### src/rtl/counter_pkg.sv
// Shared types for the parametrised up/down counter: end-of-range modes and
// the two-state run/done machine.
package counter_pkg;

    typedef enum logic [1:0] {
        CNT_WRAP    = 2'd0,
        CNT_SAT     = 2'd1,
        CNT_ONESHOT = 2'd2,
        CNT_RSVD    = 2'd3
    } cnt_mode_e;

    typedef enum logic {
        CNT_RUN  = 1'b0,
        CNT_DONE = 1'b1
    } cnt_state_e;

    // The reserved encoding is treated exactly like WRAP.
    function automatic logic mode_wraps(input cnt_mode_e m);
        return (m == CNT_WRAP) || (m == CNT_RSVD);
    endfunction

endpackage

### src/rtl/counter_step.sv
// Combinational single-step of the counter: next value and boundary detect.
// Compare-before-step keeps every value inside WIDTH bits.
module counter_step
    import counter_pkg::*;
#(
    parameter int WIDTH = 4
) (
    input  logic [WIDTH-1:0] i_count,
    input  logic [WIDTH-1:0] i_limit,
    input  logic             i_up,
    input  cnt_mode_e        i_mode,
    output logic [WIDTH-1:0] o_next_count,
    output logic             o_at_boundary
);

    always_comb begin
        o_at_boundary = i_up ? (i_count == i_limit) : (i_count == '0);
        o_next_count  = i_count;
        if (!o_at_boundary) begin
            o_next_count = i_up ? (i_count + 1'b1) : (i_count - 1'b1);
        end else if (mode_wraps(i_mode)) begin
            o_next_count = i_up ? '0 : i_limit;
        end
    end

endmodule

### src/rtl/updown_counter_param.sv
// Loadable up/down counter with runtime limit, wrap/saturate/one-shot end
// behaviour, registered terminal-count pulse and sticky overflow flag.
module updown_counter_param
    import counter_pkg::*;
#(
    parameter int               WIDTH     = 4,
    parameter logic [WIDTH-1:0] RESET_VAL = '0
) (
    input  logic             clk,
    input  logic             reset_n,
    input  logic             en,
    input  logic             up,
    input  logic [1:0]       mode,
    input  logic [WIDTH-1:0] limit,
    input  logic             load,
    input  logic [WIDTH-1:0] load_data,
    input  logic             clr_ovf,
    output logic [WIDTH-1:0] count,
    output logic             tc,
    output logic             ovf,
    output logic             done
);

    logic [WIDTH-1:0] r_count;
    logic             r_tc;
    logic             r_ovf;
    logic             r_sat_hold;
    cnt_state_e       r_state;

    cnt_mode_e        w_mode;
    logic [WIDTH-1:0] w_step_count;
    logic             w_at_boundary;
    logic [WIDTH-1:0] w_load_val;
    logic             w_active;
    logic             w_clamp;
    logic             w_bnd;
    logic             w_tc_set;

    assign w_mode = cnt_mode_e'(mode);

    counter_step #(.WIDTH(WIDTH)) u_step (
        .i_count       (r_count),
        .i_limit       (limit),
        .i_up          (up),
        .i_mode        (w_mode),
        .o_next_count  (w_step_count),
        .o_at_boundary (w_at_boundary)
    );

    // r_sat_hold remembers that the saturating boundary already pulsed, so
    // only the first attempt at the rail produces tc.
    always_comb begin
        w_load_val = (load_data > limit) ? limit : load_data;
        w_active   = en && !load && (r_state == CNT_RUN);
        w_clamp    = w_active && (r_count > limit);
        w_bnd      = w_active && !w_clamp && w_at_boundary;
        w_tc_set   = w_bnd && !((w_mode == CNT_SAT) && r_sat_hold);
    end

    always_ff @(posedge clk) begin
        if (!reset_n) begin
            r_count    <= RESET_VAL;
            r_tc       <= 1'b0;
            r_ovf      <= 1'b0;
            r_sat_hold <= 1'b0;
            r_state    <= CNT_RUN;
        end else begin
            r_tc  <= w_tc_set;
            r_ovf <= w_tc_set || (r_ovf && !clr_ovf);
            case (r_state)
                CNT_RUN: begin
                    if (load) begin
                        r_count    <= w_load_val;
                        r_sat_hold <= 1'b0;
                    end else if (w_clamp) begin
                        r_count    <= limit;
                        r_sat_hold <= 1'b0;
                    end else if (w_active) begin
                        r_count    <= w_step_count;
                        r_sat_hold <= w_at_boundary && (w_mode == CNT_SAT);
                        if (w_at_boundary && (w_mode == CNT_ONESHOT)) begin
                            r_state <= CNT_DONE;
                        end
                    end
                end
                CNT_DONE: begin
                    // Frozen until a load; en and mode changes are ignored.
                    if (load) begin
                        r_count    <= w_load_val;
                        r_sat_hold <= 1'b0;
                        r_state    <= CNT_RUN;
                    end
                end
                default: r_state <= CNT_RUN;
            endcase
        end
    end

    assign count = r_count;
    assign tc    = r_tc;
    assign ovf   = r_ovf;
    assign done  = (r_state == CNT_DONE);

endmodule

### config.mk
export PLATFORM = sky130hd
export DESIGN_NAME = updown_counter_param
export DESIGN_NICKNAME = d
export VERILOG_FILES = /design/src/rtl/counter_pkg.sv /design/src/rtl/counter_step.sv /design/src/rtl/updown_counter_param.sv
export SDC_FILE = /design/constraint.sdc
export NUM_CORES = 1
export LEC_CHECK = 0
export ABC_CLOCK_PERIOD_IN_PS = 2600
export CAP_MARGIN = 25
export CELL_PAD_IN_SITES_DETAIL_PLACEMENT = 1
export CELL_PAD_IN_SITES_GLOBAL_PLACEMENT = 2
export CORE_MARGIN = 5
export CORE_UTILIZATION = 26
export DETAILED_ROUTE_END_ITERATION = 12
export PLACE_DENSITY_LB_ADDON = 0.12
export SYNTH_ARGS = -nofsm -noshare
export SYNTH_HDL_FRONTEND = slang
export SYNTH_SLANG_ARGS = --single-unit
### constraint.sdc
create_clock -name clk -period 2.6 [get_ports clk]
set_clock_uncertainty 0.1 [all_clocks]
set_input_delay 0.52 -clock clk [delete_from_list [all_inputs] [get_ports clk]]
set_output_delay 0.52 -clock clk [all_outputs]
set_load 0.03 [all_outputs]
## Word level (Yosys, flattened, before mapping)

Cells that the tools add are included.

- Eq/ne operators: 7
- Bitwise gates (word level): 1
- Mux-type cells: 22
- $add $sub $neg: 2
- $lt $le $gt $ge: 2
- Reductions and logical operators: 20

Operator list:

| kind | count |
|---|---|
| two-way mux 4 bit | 9 |
| logical AND 1 bit | 10 |
| two-way mux 1 bit | 10 |
| greater-than comparator 4 bit | 2 |
| one-hot mux 4 bit (2 select lines) | 1 |
| != test 5 x 4 -> 1 bit (second input constant) | 1 |
| adder 4 x 1 -> 4 bit (second input constant) | 1 |
| equality test 2 bit (second input constant) | 2 |
| equality test 4 bit | 1 |
| logical NOT 1 bit | 4 |
| logical NOT 4 bit | 1 |
| != test 4 bit (second input constant) | 1 |
| one-hot mux 1 bit (2 select lines) | 2 |
| subtractor 4 x 1 -> 4 bit (second input constant) | 1 |
| AND reduction 3 bit | 1 |
| equality test 2 x 1 -> 1 bit (second input constant) | 1 |
| logical NOT 2 bit | 1 |
| logical OR 1 bit | 2 |
| != test 2 bit (second input constant) | 1 |
| AND reduction 2 bit | 1 |
| inverter 1 bit | 1 |

- Input port bits: 16
- Bits in registers: 8
- Output and inout port bits: 7

## Longest topological paths before layout

Gate-level depths: netlist (run 1).

- Depth after elaboration: 9
- Gate-level depth with buffers: 8
- Depth with buffers taken out: 8

## Modules after synthesis

Synthesis (run 1) repeated with hierarchy kept, for this count alone.

- Cell total of the unflattened synthesis: 122
- Area, all modules: 1002.2 µm²

By module, submodules not included:

| module | instances | sequential area each (µm²) | area an instance (µm²) | cells each |
|---|---|---|---|---|
| updown_counter_param | 1 | 160.2 | 715.7 | 88 |
| counter_step | 1 | 0.0 | 286.5 | 34 |

## Worst setup path before layout (run 1)

Ideal clock, no wire load.

- Path kind: reg2reg
- Start point: reg r_count[1], in the netlist count[1]
- End point: reg r_count[1], in the netlist count[1]
- Arrival time: 2.206 ns
- Stages on the path, launching flop included: 8
- Data required time: 2.385 ns
- Buffers on the path: 0
- Path slack: 0.179 ns
- Clock period less this slack: 2.421 ns
- Library setup time: 0.115 ns
- Cell sequence: dfxtp_1 > ha_1 > nor2b_1 > o211ai_1 > a211oi_2 > or4_1 > and3_4 > a31o_1

- Longest elaborated chain between the ends: 7
- Elaborated cells between the ends (all ways): 16

RTL lines:

| item | line | source |
|---|---|---|
| start: declaration | updown_counter_param.sv:24 | `logic [WIDTH-1:0] r_count;` |
| start signal: assignment | updown_counter_param.sv:73 | `r_count <= w_load_val;` |
| start signal: assignment | updown_counter_param.sv:76 | `r_count <= limit;` |
| start signal: assignment | updown_counter_param.sv:79 | `r_count <= w_step_count;` |
| subtractor 4 x 1 -> 4 bit (tied with other cells) | counter_step.sv:20 | `o_next_count = i_up ? (i_count + 1'b1) : (i_count - 1'b1);` |
| two-way mux 4 bit or two-way mux 1 bit (tied branches) | counter_step.sv:20, counter_step.sv:17 |  |
| two-way mux 4 bit | counter_step.sv:19 | `if (!o_at_boundary) begin` |
| two-way mux 4 bit | updown_counter_param.sv:78 | `end else if (w_active) begin` |
| two-way mux 4 bit | updown_counter_param.sv:75 | `end else if (w_clamp) begin` |
| two-way mux 4 bit | updown_counter_param.sv:72 | `if (load) begin` |
| one-hot mux 4 bit (2 select lines) | updown_counter_param.sv:70 | `case (r_state)` |

Several ways; a longest one is shown, not always the timed one. The select of a mux whose other input is x is not followed.
A chain may end at the register's enable or synchronous reset.

## Final worst setup path (run 1)

- Start point: in limit[2]
- End point: reg r_count[1], in the netlist count[1]

- Longest elaborated chain between the ends: 7
- Elaborated cells between the ends (all ways): 15

RTL lines:

| item | line | source |
|---|---|---|
| start: declaration | updown_counter_param.sv:14 | `input logic [WIDTH-1:0] limit,` |
| equality test 4 bit | counter_step.sv:17 | `o_at_boundary = i_up ? (i_count == i_limit) : (i_count == '0);` |
| two-way mux 1 bit | counter_step.sv:17 |  |
| two-way mux 4 bit | counter_step.sv:19 |  |
| two-way mux 4 bit | updown_counter_param.sv:78 |  |
| two-way mux 4 bit | updown_counter_param.sv:75 |  |
| two-way mux 4 bit | updown_counter_param.sv:72 |  |
| one-hot mux 4 bit (2 select lines) | updown_counter_param.sv:70 |  |

Several ways; a longest one is shown, not always the timed one. The select of a mux whose other input is x is not followed.

==> qor.txt, run 1 <==
Hold Crit Depth = 1
YS warnings = 0
reg-to-reg startpoint = count[1]$_SDFFE_PN0P_
routed len/inst = 15.5 µm
CP cell instances = clkdlybuf4s50_1 > inv_1 > ha_4 > and4_4 > a211oi_2 > or4_4 > and3_4 > a31o_1
clock root buffer = clkbuf_4
worst-case reg-to-reg path depth = 7
WHS Endpoint = tc$_SDFF_PN0_
Mapped Area = 797 µm²
Finished Layout Cells = 174
commonest non-fill, non-tap cell in the layout = buf_4
synthesis-to-layout area growth = 62.0%
Placed Cells incl. Taps = 170
RePlAce Congestion = 0.786
slowest CP cell = or4_4
Max-slew headroom = 76.0%
# hold bufs at CTS = 0
syn avg cell area = 8.30 µm²
Final nets = 172
first-pass GRT wire length = 4390 µm
CTS Sinks = 8
first drt pass iteration count = 4
met3 usage = 3.59%
initial core utilization = 26.5%
die area = 4270 µm²
violation count after the first detailed-route iteration = 32
RR Endpoint = count[1]$_SDFFE_PN0P_
Syn Nets = 125
Yosys reg bits = 8
Worst EP required = 2660 ps
R2R Setup Slk = 280 ps
core region area = 3000 µm²
Peak VDD IR = 0.216 mV
cts bufs inserted = 3
ratio of cells with drive above 1 in the final layout = 29.1%
most frequent cells in the layout = buf_4, clkdlybuf4s50_1, inv_1
post-synth cell types = 35
Clk pin slew, worst setup/hold paths = 70 ps
Slew @ Worst Pin = 359 ps
Die Wd = 65.4 µm
min-delay src = r_sat_hold$_SDFFE_PN0P_
Buffers on Ports = 22
GR met1 Demand/Resource = 16.6%
Most Crowded Layer GR = met2
die height = 65.4 µm
GRT met2 Usage = 23.4%
fin crit period = 2560 ps
Mapped Cells = 96
H-tree depth = 1
antenna cell count = 0
Max Cap Violations = 0
Layout fillers = 370
vias in the first global route = 952
Antenna Nets Post-Route = 0
critical path capture point type = flip-flop
CP max FO = 4
final wirelength = 2690 µm
critical path class = in2reg
std cell rows = 20
initial antenna violation count = 0
Cell Pwr Density = 452 nW/µm²
fmax = 391 MHz
crit share post-route = 98.4%
largest net degree at the start of global routing = 10
Final Hold Vio Count = 0
Detail Placement HPWL = 2210 µm
CTS tree = yes
I/O pins = 23
Residual DRC = 0
Post-Place Setup Slack = -383 ps
Clock Tree Buf Depth = 2
crit-path max cell delay = 550 ps
Slew Limit Fails = 0
static leakage = 0.000584 µW
gr usage total = 13.2%
routed vias/inst = 5.02
Worst Path Arrival = 2620 ps
status = finished clean
clock latency on the worst-skew pair = 260 ps
Seq/Total Area, Yosys = 20.1%
HP Class = reg2reg
grt total ovfl = 0
CP Launch Type = input port
via count = 874
final-report setup violation count = 0
slack of the critical path = 42.0 ps
flip-flops by register name, indices dropped and copies added (netlist names):
signal,cells
count,4
r_sat_hold,1
done,1
tc,1
ovf,1
worst max path at each step:
stage	to	start	slack, ps	depth (start not counted)
after floorplan	count[1]$_SDFFE_PN0P_	count[1]$_SDFFE_PN0P_	180	7
after global placement	count[2]$_SDFFE_PN0P_	limit[1]	-320	11
after detailed placement	count[1]$_SDFFE_PN0P_	limit[1]	-380	9
after CTS	count[1]$_SDFFE_PN0P_	limit[3]	10	8
after global routing	count[1]$_SDFFE_PN0P_	limit[2]	-20	8
final	count[1]$_SDFFE_PN0P_	limit[2]	40	8
repair_timing:
action	CTS	global route
cloned	0	0
gates resized for setup	8	5
setup endpoints to repair	4	4
setup buffers	1	0
endpoints found under the hold margin	0	0
pin swaps	5	0
Yosys cell counts:
| master | count | area, µm² |
|---|---|---|
| a221oi_1 | 1 | 8.76 |
| nor2_1 | 2 | 7.51 |
| o21ai_1 | 1 | 5.00 |
| a21oi_2 | 1 | 8.76 |
| xnor2_1 | 2 | 17.5 |
| a22oi_1 | 1 | 7.51 |
| nor4_1 | 1 | 6.26 |
| nor3_1 | 3 | 15.0 |
| o41ai_1 | 1 | 8.76 |
| xor2_1 | 1 | 8.76 |
| a31o_1 | 4 | 35.0 |
| a31o_2 | 1 | 8.76 |
| and4_1 | 1 | 8.76 |
| nand2_1 | 3 | 11.3 |
| nor2b_1 | 2 | 12.5 |
| clkbuf_1 | 1 | 3.75 |
| nand3_1 | 2 | 10.0 |
| nor2_4 | 1 | 11.3 |
| a21o_1 | 2 | 15.0 |
| dfxtp_1 | 8 | 160 |
| or4_1 | 1 | 7.51 |
| a21oi_1 | 6 | 30.0 |
| a211oi_2 | 1 | 12.5 |
| nand2b_1 | 1 | 6.26 |
| inv_1 | 13 | 48.8 |
| o21ai_0 | 4 | 20.0 |
| ha_1 | 12 | 150 |
| and3_1 | 5 | 31.3 |
| fa_1 | 1 | 20.0 |
| a21boi_1 | 1 | 7.51 |
| a31oi_1 | 3 | 18.8 |
| or4_4 | 1 | 11.3 |
| or2_2 | 1 | 6.26 |
| and3_4 | 1 | 11.3 |
| o211ai_1 | 6 | 45.0 |
metal layers:
metal / wire (µm) / up-vias / part of all wire, %
li1: - / 449 / -
met1: 1250 / 409 / 46
met2: 1330 / 16 / 49
met3: 111 / 0 / 4.1
met4: 0 / 0 / 0
met5: 0 / - / 0
stage by stage:
stage          instance area (µm²)  hold WS, ps  util, %  power (µW)  setup TNS [ps]
3_5_place_dp                  1200          351     40.1         459           -1650
6_report                      1290          373     43.0         584               0
5_1_grt                       1290          396     43.0         629           -34.1
3_3_place_gp                  1200          342     40.1         453           -1370
2_1_floorplan                  797          322        -         316               0
4_1_cts                       1260          374     42.0         583               0
layout make-up:
| class | count | area [µm²] | share of cell area (%) |
|---|---|---|---|
| multi-input cells | 74 | 639 | 49.5 |
| repair buffers | 43 | 379 | 29.4 |
| flip-flops and latches | 8 | 160 | 12.4 |
| inverters | 13 | 48.8 | 3.78 |
| well taps | 33 | 41.3 | 3.20 |
| clock buffers | 3 | 22.5 | 1.74 |
where the power goes:
group          switching [µW]  leakage, µW  total, µW  internal [µW]
registers                19.7    0.0000656        155            136
logic                     157     0.000505        329            172
clock network            46.3    0.0000138       99.3           53.0
total                     224     0.000584        584            360
cells by family after synthesis:
logic type | count (synthesis) | synth area share, %
fa+ha+maj | 13 | 21.3
flops | 8 | 20.1
buf+inv | 14 | 6.59
xor+xnor | 3 | 3.30
simple gates | 25 | 19.6
compound gates | 33 | 29.0
critical path, delay by kind of cell:
| kind | cells | cell delay (ps) |
|---|---|---|
| AO/OA/AOI/OAI | 2 | 250 |
| buffers and inverters | 2 | 580 |
| adder cells (fa/ha/maj) | 1 | 280 |
| AND/OR/NAND/NOR | 3 | 980 |
Note: power is estimated with default switching activity, not from simulation.
==> run 2: changes to the inputs <==
--- a/config.mk
+++ b/config.mk
@@ -12,6 +12,7 @@
 export CORE_MARGIN = 5
 export CORE_UTILIZATION = 26
 export DETAILED_ROUTE_END_ITERATION = 12
+export MAX_ROUTING_LAYER = met4
 export PLACE_DENSITY_LB_ADDON = 0.12
 export SYNTH_ARGS = -nofsm -noshare
 export SYNTH_HDL_FRONTEND = slang
==> run 2 against run 1 <==
Compared with the run above: first-iteration DRC count is 47% lower; register-to-register slack better by 70 ps; clock-buffer cell count stayed put; critical path depth stayed put; global-route usage is 1.6 points higher; die area stayed put; core utilization is 1.3 points higher; clock power is 4.1% lower; critical path type unchanged; maximum frequency is 1.6% higher; non-clock buffer count is 4 higher; sequential share of layout area is 0.37 points lower.
==> qor.txt, run 2 (synthesized netlist as in run 1, its figures left out) <==
reg-to-reg startpoint = count[1]$_SDFFE_PN0P_
worst-case reg-to-reg path depth = 7 (unchanged)
routed len/inst = 15.6 µm (+0.62%)
Gate power share = 57.5% (+1.1 points)
via count = 889 (+1.7%)
status = finished clean
Slew @ Worst Pin = 342 ps (-16.8 ps)
Max Cap Violations = 0 (unchanged)
GR met1 Demand/Resource = 18.1% (+1.5 points)
fmax = 397 MHz (+1.6%)
gr usage total = 14.8% (+1.6 points)
CP endpoint = count[1]$_SDFFE_PN0P_
die height = 65.4 µm (unchanged)
Final nets = 176 (+2.3%)
CP startpoint = limit[2]
# hold bufs at CTS = 0 (unchanged)
met3 usage = 3.42% (-0.17 points)
H-tree depth = 1 (unchanged)
synthesis-to-layout area growth = 67.0%
die area = 4270 µm² (unchanged)
cts bufs inserted = 3 (unchanged)
critical path class = in2reg
RePlAce Congestion = 0.779 (-0.90%)
most frequent cells in the layout = buf_4, clkdlybuf4s50_1, inv_1
CTS Sinks = 8 (unchanged)
Final Instance Area = 1330 µm² (+3.1%)
net switching power = 226 µW (+0.95%)
Antenna Nets Post-Route = 0 (unchanged)
Layout fillers = 380 (+2.7%)
std cell rows = 20 (unchanged)
Detail Placement HPWL = 2270 µm (+2.7%)
TNS Setup = 0 ps (unchanged)
core region area = 3000 µm² (unchanged)
Clk pin slew, worst setup/hold paths = 60 ps (about the same)
max reg flops = 4 (unchanged)
HP Class = reg2reg
initial antenna violation count = 0 (unchanged)
CTS tree = yes
fin crit period = 2520 ps (-40.9 ps)
Peak VDD IR = 0.331 mV (+53%)
placed inst area = 1210 µm² (+0.62%)
grt total ovfl = 0 (unchanged)
Max-slew headroom = 77.2% (+1.1 points)
I/O pins = 23 (unchanged)
violation count after the first detailed-route iteration = 17 (-47%)
static leakage = 0.000590 µW (+1.1%)
Final Hold Vio Count = 0 (unchanged)
crit share post-route = 96.8% (-1.6 points)
Worst EP required = 2640 ps (-20 ps)
first drt pass iteration count = 4 (unchanged)
GRT met2 Usage = 25.7% (+2.3 points)
critical path capture point type = flip-flop
clock latency on the worst-skew pair = 250 ps (about the same)
Sequential Power Share = 26.5% (about the same)
first-pass GRT wire length = 4820 µm (+9.9%)
routed vias/inst = 4.99 (-0.57%)
commonest non-fill, non-tap cell in the layout = buf_4
clock network power share = 16.0% (-1.0 points)
vias in the first global route = 1006 (+5.7%)
final-report setup violation count = 0 (unchanged)
Die Wd = 65.4 µm (unchanged)
Buffers on Ports = 22 (unchanged)
Cell Pwr Density = 446 nW/µm² (-1.3%)
Most Crowded Layer GR = met2
ratio of cells with drive above 1 in the final layout = 32.4% (+3.3 points)
CP Launch Type = input port
RR Endpoint = count[1]$_SDFFE_PN0P_
switch share = 38.0% (-0.29 points)
Clock Tree Buf Depth = 2 (unchanged)
CP max FO = 4 (unchanged)
Worst Path Arrival = 2550 ps (-70 ps)
initial core utilization = 26.5% (unchanged)
Residual DRC = 0 (unchanged)
antenna cell count = 0 (unchanged)
clock root buffer = clkbuf_4
P_int = 368 µW (+2.2%)
hold_ws = 353 ps (-19.7 ps)
RSZ-0062 raised after global routing = no
final wirelength = 2770 µm (+2.9%)
Slew Limit Fails = 0 (unchanged)
largest net degree at the start of global routing = 10 (unchanged)
R2R Setup Slk = 350 ps (+70 ps)
run 2: cell count changes in the layout (fill, tap and decap cells not counted), sizes merged:
| cell | before | now |
|---|---|---|
| buf | 21 | 25 |
| dlygate4sd2 | 1 | 2 |
| dlymetal6s2s | 1 | 0 |
run 2: cell type report:
| class | count | area [µm²] | area share [%] |
|---|---|---|---|
| inverter | 13 | 48.8 | 3.67 |
| sequential | 8 | 160 | 12.0 |
| timing repair buffer | 47 | 405 | 30.5 |
| clock buffer | 3 | 22.5 | 1.69 |
| tap | 33 | 41.3 | 3.10 |
| multi-input combinational | 74 | 653 | 49.1 |
run 2: worst max-delay path: stages:
cell and delay, ps:
clkdlybuf4s50_1 470, inv_1 90, ha_4 270, and4_4 230, a211oi_2 50, or4_1 500, and3_4 210, a31o_1 210
run 2: metal layers:
metal	wire length (µm)	part of all wire, %
met2	1360	49
met3	114	4.1
met5	0	0
met4	0	0
met1	1300	47
run 2: worst min path at each step:
stage,startpoint,endpoint,slack (ps),cells past startpoint
finish,r_sat_hold$_SDFFE_PN0P_,tc$_SDFF_PN0_,350,1
global placement,r_sat_hold$_SDFFE_PN0P_,tc$_SDFF_PN0_,340,1
detailed placement,r_sat_hold$_SDFFE_PN0P_,tc$_SDFF_PN0_,350,1
floorplan,r_sat_hold$_SDFFE_PN0P_,tc$_SDFF_PN0_,320,1
CTS,r_sat_hold$_SDFFE_PN0P_,tc$_SDFF_PN0_,360,1
global route,r_sat_hold$_SDFFE_PN0P_,tc$_SDFF_PN0_,390,1
run 2: power by group through the flow:
| stage | Combinational (µW) | Clock, µW | Sequential, µW |
|---|---|---|---|
| after floorplan | 137 | 0 | 179 |
| after global placement | 298 | 0 | 156 |
| after detailed placement | 306 | 0 | 156 |
| after CTS | 337 | 99.2 | 156 |
| after global routing | 379 | 108 | 160 |
| final | 342 | 95.2 | 157 |
run 2: metrics by stage:
| step | setup slack [ps] | utilization [%] | cells | power, µW |
|---|---|---|---|---|
| finish | 82.9 | 44.3 | 178 | 594 |
| global route | 3.57 | 44.3 | 178 | 647 |
| CTS | 9.94 | 43.3 | 178 | 592 |
| detailed placement | -401 | 40.4 | 171 | 462 |
| global placement | -316 | 40.4 | 171 | 455 |
| floorplan | 179 | - | 96 | 316 |
run 2: repair_timing:
| item | CTS | global route |
|---|---|---|
| pin swaps | 5 | 3 |
| setup endpoints to repair | 4 | 7 |
| resized for setup | 10 | 5 |
| buffers inserted | 4 | 0 |
